File: config.mk
export PLATFORM = sky130hd
export DESIGN_NAME = fir_mac_sequencer
export DESIGN_NICKNAME = d
export VERILOG_FILES = /design/src/rtl/fir_seq_pkg.sv /design/src/rtl/fir_coef_bank.sv /design/src/rtl/fir_mac_sequencer.sv
export SDC_FILE = /design/constraint.sdc
export NUM_CORES = 1
export LEC_CHECK = 0
export ABC_CLOCK_PERIOD_IN_PS = 5300
export BUFFER_PORTS_ARGS = -buffer_cell sky130_fd_sc_hd__buf_2
export CORE_ASPECT_RATIO = 0.7
export CORE_MARGIN = 1.5
export CORE_UTILIZATION = 50
export DETAILED_ROUTE_END_ITERATION = 10
export PLACE_DENSITY = 0.8
export SYNTH_ARGS = -nofsm -noshare
export SYNTH_HDL_FRONTEND = slang
export SYNTH_SLANG_ARGS = --single-unit
File: constraint.sdc
create_clock -name clk -period 5.3 [get_ports clk]
set_clock_uncertainty 0.05 [all_clocks]
set_input_delay 0.265 -clock clk [delete_from_list [all_inputs] [get_ports clk]]
set_output_delay 0.265 -clock clk [all_outputs]
set_load 0.02 [all_outputs]
File: src/rtl/fir_seq_pkg.sv
// Shared types and width helpers for the time-multiplexed FIR MAC sequencer.
package fir_seq_pkg;

    typedef enum logic [1:0] {
        IDLE = 2'd0,
        MAC  = 2'd1,
        OUT  = 2'd2
    } state_e;

    localparam int DW_DEF   = 4;
    localparam int TAPS_DEF = 4;

    // A single tap would still need one address bit to keep the ports legal.
    function automatic int aw_f(input int taps);
        return (taps > 1) ? $clog2(taps) : 1;
    endfunction

    // Sum of TAPS full-width products never exceeds this width.
    function automatic int accw_f(input int dw, input int taps);
        return 2 * dw + aw_f(taps);
    endfunction

endpackage

File: src/rtl/fir_coef_bank.sv
// TAPS x DW coefficient register file: async clear, enable-gated write, combinational read.
module fir_coef_bank
    import fir_seq_pkg::*;
#(
    parameter int DW   = DW_DEF,
    parameter int TAPS = TAPS_DEF,
    parameter int AW   = aw_f(TAPS)
) (
    input  logic          clk,
    input  logic          rst,
    input  logic          wr_en,
    input  logic [AW-1:0] wr_addr,
    input  logic [DW-1:0] wr_data,
    input  logic [AW-1:0] rd_addr,
    output logic [DW-1:0] rd_data
);

    logic [DW-1:0] coef_q [TAPS];

    always_ff @(posedge clk or posedge rst) begin
        if (rst) begin
            for (int k = 0; k < TAPS; k++) begin
                coef_q[k] <= '0;
            end
        end else if (wr_en) begin
            for (int k = 0; k < TAPS; k++) begin
                if (wr_addr == AW'(k)) begin
                    coef_q[k] <= wr_data;
                end
            end
        end
    end

    assign rd_data = coef_q[rd_addr];

endmodule

File: src/rtl/fir_mac_sequencer.sv
// FIR controller sharing one external signed multiplier across all taps.
// Optional macro FIR_SEQ_SAT_EN: saturate the output and add the sat flag.
module fir_mac_sequencer
    import fir_seq_pkg::*;
#(
    parameter int DW   = DW_DEF,
    parameter int TAPS = TAPS_DEF,
    parameter int AW   = aw_f(TAPS),
    parameter int ACCW = accw_f(DW, TAPS)
) (
    input  logic            clk,
    input  logic            rst,
    input  logic            in_valid,
    output logic            in_ready,
    input  logic [DW-1:0]   in_data,
    input  logic            coef_we,
    input  logic [AW-1:0]   coef_addr,
    input  logic [DW-1:0]   coef_data,
    output logic [DW-1:0]   mul_a,
    output logic [DW-1:0]   mul_b,
    input  logic [2*DW-1:0] mul_p,
    output logic            out_valid,
    input  logic            out_ready,
    output logic [2*DW-1:0] out_data,
    output logic            busy
`ifdef FIR_SEQ_SAT_EN
    ,
    output logic            sat
`endif
);

    state_e          state_q, state_d;
    logic [AW-1:0]   idx_q, idx_d;
    logic [ACCW-1:0] acc_q, acc_d;
    logic [DW-1:0]   x_q [TAPS];
    logic            shift_en;
    logic            coef_wr_en;
    logic [DW-1:0]   coef_rd;

    fir_coef_bank #(
        .DW   (DW),
        .TAPS (TAPS),
        .AW   (AW)
    ) u_coef_bank (
        .clk     (clk),
        .rst     (rst),
        .wr_en   (coef_wr_en),
        .wr_addr (coef_addr),
        .wr_data (coef_data),
        .rd_addr (idx_q),
        .rd_data (coef_rd)
    );

    always_ff @(posedge clk or posedge rst) begin
        if (rst) begin
            state_q <= IDLE;
            idx_q   <= '0;
            acc_q   <= '0;
        end else begin
            state_q <= state_d;
            idx_q   <= idx_d;
            acc_q   <= acc_d;
        end
    end

    always_ff @(posedge clk or posedge rst) begin
        if (rst) begin
            for (int k = 0; k < TAPS; k++) begin
                x_q[k] <= '0;
            end
        end else if (shift_en) begin
            x_q[0] <= in_data;
            for (int k = 1; k < TAPS; k++) begin
                x_q[k] <= x_q[k-1];
            end
        end
    end

    always_comb begin
        state_d    = state_q;
        idx_d      = idx_q;
        acc_d      = acc_q;
        in_ready   = 1'b0;
        out_valid  = 1'b0;
        busy       = 1'b0;
        mul_a      = '0;
        mul_b      = '0;
        shift_en   = 1'b0;
        coef_wr_en = 1'b0;
        case (state_q)
            IDLE: begin
                in_ready   = 1'b1;
                // Writes only land here so one result never mixes two coefficient sets.
                coef_wr_en = coef_we;
                if (in_valid) begin
                    shift_en = 1'b1;
                    acc_d    = '0;
                    idx_d    = '0;
                    state_d  = MAC;
                end
            end
            MAC: begin
                busy  = 1'b1;
                mul_a = x_q[idx_q];
                mul_b = coef_rd;
                acc_d = acc_q + {{(ACCW-2*DW){mul_p[2*DW-1]}}, mul_p};
                idx_d = idx_q + 1'b1;
                if (idx_q == AW'(TAPS-1)) begin
                    idx_d   = '0;
                    state_d = OUT;
                end
            end
            OUT: begin
                busy      = 1'b1;
                out_valid = 1'b1;
                if (out_ready) begin
                    state_d = IDLE;
                end
            end
            default: begin
                state_d = IDLE;
            end
        endcase
    end

`ifdef FIR_SEQ_SAT_EN
    logic ovf_hi, ovf_lo;

    // Overflow when the bits above the output sign are not a sign extension of it.
    assign ovf_hi = !acc_q[ACCW-1] && (acc_q[ACCW-2:2*DW-1] != '0);
    assign ovf_lo =  acc_q[ACCW-1] && (acc_q[ACCW-2:2*DW-1] != '1);
    assign sat    = out_valid && (ovf_hi || ovf_lo);

    always_comb begin
        out_data = '0;
        if (out_valid) begin
            if (ovf_hi) begin
                out_data = {1'b0, {(2*DW-1){1'b1}}};
            end else if (ovf_lo) begin
                out_data = {1'b1, {(2*DW-1){1'b0}}};
            end else begin
                out_data = acc_q[2*DW-1:0];
            end
        end
    end
`else
    logic acc_unused;

    assign acc_unused = ^acc_q[ACCW-1:2*DW];
    assign out_data   = out_valid ? acc_q[2*DW-1:0] : '0;
`endif

endmodule

==> results.yml, run 1 <==
worst_setup_path:
  r2r_cells: 8
  r2r-end: "acc_q[6]"
  cp.arrival_ps: 1920
  reg2reg_slack_ps: 3210
  rr_startpoint: "acc_q[0]"
  cp_max_fo: 11
  crit_type: "reg -> out"
  end_kind: "output pin"
  crit_end: "mul_b[0]"
  cp-startpoint: "idx_q[0]"
  cp-start-kind: "flip-flop"
  worstPathRequired_ps: 4990
logic_synthesis:
  syn_area_mm2: 0.00236
  syn_nets: 220
  synthMuxAreaShare: 0.239
  synth_flop_cell: "dfrtp_1"
  synth-seq-area-share: 0.467
  synth_compound_area_frac: 0.0728
  synth_fa_ha_area_frac: 0.0722
  synth.avg_cell_area_um2: 12.8
  synth_top_family_by_area: "multiplexers"
  synth_cell_types: 39
  synth_seq_cells: 44
  synthSimpleGateAreaFrac: 0.112
  synth_edf_count: 0
  ys_warn_count: 0
  ys_async_sr_fraction: 1.00
  syn_inst: 184
  synth_xor_area_frac: 0.0149
timing:
  worst_pin_slew_ps: 631
  tns_ps: 0
  finalSetupViolations: 0
  finalCritPeriodShare: 0.421
  rsz0062_at_grt: "false"
  fmax_mhz: 448
  hold_viol: 0
  timing.max_slew.rel_slack: 0.578
  fin_ws_ps: 3070
  fin_crit_ps: 2230
  maxSlewViolCount: 0
floorplan:
  dieWidth_um: 85.0
  dieArea_mm2: 0.00514
  row_count: 20
  start_util: 0.532
  core-area_mm2: 0.00443
  io_pins: 42
  die_y_um: 60.4
drt:
  drtIter0Drc: 98
  drt_wl_total_um: 4340
  routedWlPerCell_um: 15.3
  vias: 1547
  drtAntennaViolNets: 0
  vias_per_cell: 5.47
  drc_errors: 1
  drt-pass1-iter-count: 7
cells_and_area:
  utilization: 0.607
  area_growth_pct: 14.1
  drive_gt1_frac: 0.430
  antennaDiodeCount: 0
  final_common_cell: "dfrtp_1"
  fill_cells: 377
  multi_input_area_mm2: 0.00120
  layout_common_cells: "dfrtp_1 (44), buf_2 (41), mux2_2 (34)"
  nets: 264
  layout.cells.non_filler: 283
  register_area_mm2: 0.00110
clocking:
  hold_buffers: 0
  cts_tree: "done"
  cts_buffers: 5
  clock_latency_ps: 290
  clk_path_buf_depth: 2
  cts_sinks: 44
  path_clk_slew_ps: 80
  h-tree-depth: 2
  post-cts-setup-buffer-count: 0
  root_buffer: "clkbuf_8"
  cts_resized: 0
global_route:
  grt_pass1_wl_um: 7420
  grt.overflow.total: 0
  grt_start_max_net_pins: 45
  grt_pass1_vias: 1512
  antenna_found_initial: 0
  grtUsageTotal: 0.194
min_path:
  hp-class: "in -> async"
placement:
  dp_hpwl_um: 3150
  dpl_worst_slack_ps: 3210
  placed_cells: 276
  port_buffers: 41
  globalplace.congestion: 0.853
run_status:
  status: "finished with violations"
  violations: "DRC"
job:
  cap_violations: 0
power_and_ir_drop:
  p_leak_nw: 1.27
  ir_worst_vdd_mv: 0.239
  powerDensity_mw_per_mm2: 571
## metrics by stage
step | hold slack (ps) | total power, W | instance area [um^2]
global placement | 391 | 0.00132 | 2610
floorplan | 365 | 0.00117 | 2360
finish | 57.4 | 0.00154 | 2690
CTS | 67.0 | 0.00155 | 2690
detailed placement | 390 | 0.00135 | 2610
global route | 124 | 0.00166 | 2690
## per-layer routing
layer / share of wire / global-route usage / wire, um
met5: 0 / 0 / 0
met4: 0.0030 / 0.0422 / 13
met3: 0.040 / 0.0653 / 172
met2: 0.45 / 0.302 / 1940
met1: 0.51 / 0.271 / 2210
## kinds of logic after synthesis
logic type,Yosys count
AND/OR/NAND/NOR,46
flip-flops,44
multiplexers,42
AO/OA/AOI/OAI,23
adder cells (fa/ha/maj),13
buffers and inverters,12
XOR/XNOR,4
## Yosys cell counts, types with 2 or more instances
| library cell | n | share of area |
|---|---|---|
| mux4_2 | 8 | 0.076 |
| inv_1 | 7 | 0.011 |
| a22o_1 | 3 | 0.011 |
| o31ai_1 | 2 | 0.0064 |
| nor2_1 | 3 | 0.0048 |
| a21oi_1 | 2 | 0.0042 |
| o21ai_0 | 5 | 0.011 |
| dfrtp_1 | 44 | 0.47 |
| nor3_1 | 2 | 0.0042 |
| xnor2_1 | 2 | 0.0074 |
| ha_1 | 12 | 0.064 |
| and2_1 | 17 | 0.045 |
| mux2_2 | 34 | 0.16 |
| nand3_1 | 2 | 0.0042 |
| xor2_1 | 2 | 0.0074 |
| nand2_1 | 13 | 0.021 |
| nor3_2 | 2 | 0.0085 |
| buf_2 | 3 | 0.0064 |
## state kept, by name, indices dropped and copies added (netlist names)
signal,flops
u_coef_bank.coef_q,16
x_q,16
acc_q,8
idx_q,2
state_q,2
## area by class of cell
type | instances | area share
timing repair buffer | 42 | 0.0791
clock inverter | 1 | 0.00186
multi-input combinational | 128 | 0.447
tap | 55 | 0.0256
clock buffer | 6 | 0.0270
sequential | 44 | 0.409
inverter | 7 | 0.00977
## worst min path at each step
stage | slack, ps | startpoint | end
after floorplan | 370 | in_data[3] | x_q[15]
after global routing | 120 | rst | state_q[1]
after CTS | 70 | rst | u_coef_bank.coef_q[0]
after detailed placement | 390 | rst | u_coef_bank.coef_q[10]
after global placement | 390 | rst | state_q[1]
final | 60 | rst | u_coef_bank.coef_q[10]
## critical path, cell delays in order (launching register included)
cell	delay (ps)
dfrtp_1	720
mux4_2	560
and2_1	180
buf_2	160
## power by group
group | total (W) | switching (W) | leakage (nW) | internal, W
clock network | 0.000200 | 0.000110 | 0.0410 | 0.0000898
registers | 0.000619 | 0.000121 | 0.538 | 0.000498
logic | 0.000718 | 0.000342 | 0.692 | 0.000376
total | 0.00154 | 0.000572 | 1.27 | 0.000964
Power figures use the tool's default switching activity.
==> inputs of run 2 (changes only) <==
- ABC_CLOCK_PERIOD_IN_PS: 5300 -> 2300
- clock period: 5.3 -> 2.3 ns (I/O delays scaled with it)
==> run 2 against run 1 <==
The run still ends with DRC left; sequential power grew 130%; hold slack worse by 48 ps; final area is 2.0% higher.
==> results.yml, run 2 (synthesis gave the netlist of run 1 again) <==
worst_setup_path:
  path_cells: "ha_1 -> fa_1 -> a21o_2 -> a21oi_2 -> o21bai_1 -> a21oi_1 -> xor2_1 -> o21ai_0"
  cp-startpoint: "acc_q[0]"
  cp_slowest_cell: "fa_1"
  cp.arrival_ps: 2230
  timing.critical_path.slowest_cell_delay_ps: 420
  crit_end: "acc_q[6]"
  r2r-end: "acc_q[6]"
  r2r_cells: 8
  crit_buf_inv: 0
  cp_top_family: "compound AO/OA/AOI/OAI gates"
  critical_path_depth: 8
  crit_type: "reg -> reg"
  rr_startpoint: "acc_q[0]"
  cp_max_fo: 3
  worstPathRequired_ps: 2420
  cp-start-kind: "flip-flop"
  reg2reg_slack_ps: 190
  end_kind: "flip-flop"
floorplan:
  io_pins: 42
  die_y_um: 60.4
  dieWidth_um: 85.0
  start_util: 0.532
  core-area_mm2: 0.00443
  row_count: 20
  dieArea_mm2: 0.00514
timing:
  tns_ps: 0
  hold_slack_ps: 9.54
  worst_pin_slew_ps: 592
  fmax_mhz: 473
  hold_viol: 0
  fin_crit_ps: 2110
  rsz0062_at_grt: "false"
  finalCritPeriodShare: 0.919
  finalSetupViolations: 0
  maxSlewViolCount: 0
  timing.max_slew.rel_slack: 0.606
drt:
  drtIter0Drc: 87
  drtAntennaViolNets: 0
  routedWlPerCell_um: 15.2
  vias: 1602
  drc_errors: 1
  drt-pass1-iter-count: 7
  drt_wl_total_um: 4390
  vias_per_cell: 5.54
cells_and_area:
  layout_common_cells: "dfrtp_1 (44), buf_2 (41), mux2_2 (34)"
  final_common_cell: "dfrtp_1"
  nets: 270
  layout.cells.non_filler: 289
  fill_cells: 368
  utilization: 0.619
  final_cell_area_mm2: 0.00274
  reg_top3: "u_coef_bank.coef_q x16, x_q x16, acc_q x8"
  antennaDiodeCount: 0
  drive_gt1_frac: 0.427
  area_growth_pct: 16.5
global_route:
  grtUsageTotal: 0.199
  grt.overflow.total: 0
  grt_start_max_net_pins: 45
  antenna_found_initial: 0
  grt_pass1_vias: 1604
  grt_pass1_wl_um: 7710
power_and_ir_drop:
  ir_worst_vdd_mv: 0.563
  switching_share: 0.370
  p_int_w: 0.00224
  power_frac_clock: 0.126
  powerDensity_mw_per_mm2: 1300
  p_leak_nw: 1.30
  p_sw_w: 0.00132
  seq_power_share: 0.401
  pwr-share-comb: 0.474
clocking:
  clk_path_buf_depth: 2
  root_buffer: "clkbuf_8"
  h-tree-depth: 2
  cts_buffers: 5
  path_clk_slew_ps: 80
  clock_latency_ps: 290
  cts_tree: "done"
  post-cts-setup-buffer-count: 0
  cts_sinks: 44
placement:
  postPlaceCellArea_mm2: 0.00263
  dp_hpwl_um: 3220
  port_buffers: 41
  placed_cells: 278
  globalplace.congestion: 0.899
min_path:
  hp-class: "in -> reg"
run_status:
  status: "finished with violations"
  violations: "DRC"
job:
  cap_violations: 0
run 2: changes by cell type in the layout (fill, tap and decap cells not counted), sizes merged:
cell         delta
dlygate4sd3     +4
buf             +2
run 2: power by group through the flow:
stage               clock network [W]  logic, W  registers, W
floorplan                           0   0.00140       0.00131
finish                       0.000447   0.00169       0.00143
detailed placement                  0   0.00170       0.00144
CTS                          0.000466   0.00170       0.00143
global placement                    0   0.00165       0.00142
global route                 0.000491   0.00188       0.00149
run 2: worst min-delay path by stage:
stage                     slack [ps]          to  cells after the start  startpoint
after floorplan                  220     x_q[15]                      1  in_data[3]
final                             10     x_q[13]                      2  in_data[1]
after global placement           240  state_q[1]                      3         rst
after global routing              20     x_q[13]                      2  in_data[1]
after detailed placement         240  state_q[1]                      3         rst
after CTS                       0.07     x_q[15]                      2  in_data[3]
run 2: repair_timing:
action / in CTS / in global routing
endpoints found under the hold margin: 46 / 1
resized for setup: 0 / 0
setup endpoints to repair: 0 / 1
hold buffers: 3 / 1
run 2: per-layer routing:
metal	vias up	wire, um	track usage
li1	769	-	-
met1	790	2190	0.275
met2	39	1950	0.315
met3	4	219	0.0653
met4	0	34	0.0422
met5	-	0	0
run 2: cell type report:
cell class / instances / area (um^2) / share of cell area
Multi-Input combinational cell: 128 / 1200 / 0.438
Sequential cell: 44 / 1100 / 0.401
Timing Repair Buffer: 48 / 268 / 0.0976
Clock buffer: 6 / 72.6 / 0.0264
Tap cell: 55 / 68.8 / 0.0251
Clock inverter: 1 / 5.00 / 0.00182
Inverter: 7 / 26.3 / 0.00958
run 2: metrics by stage:
stage          setup slack [ps]  total power, W
4_1_cts                     164         0.00360
2_1_floorplan               323         0.00271
5_1_grt                    7.02         0.00386
3_5_place_dp                190         0.00314
3_3_place_gp                257         0.00307
6_report                    187         0.00357
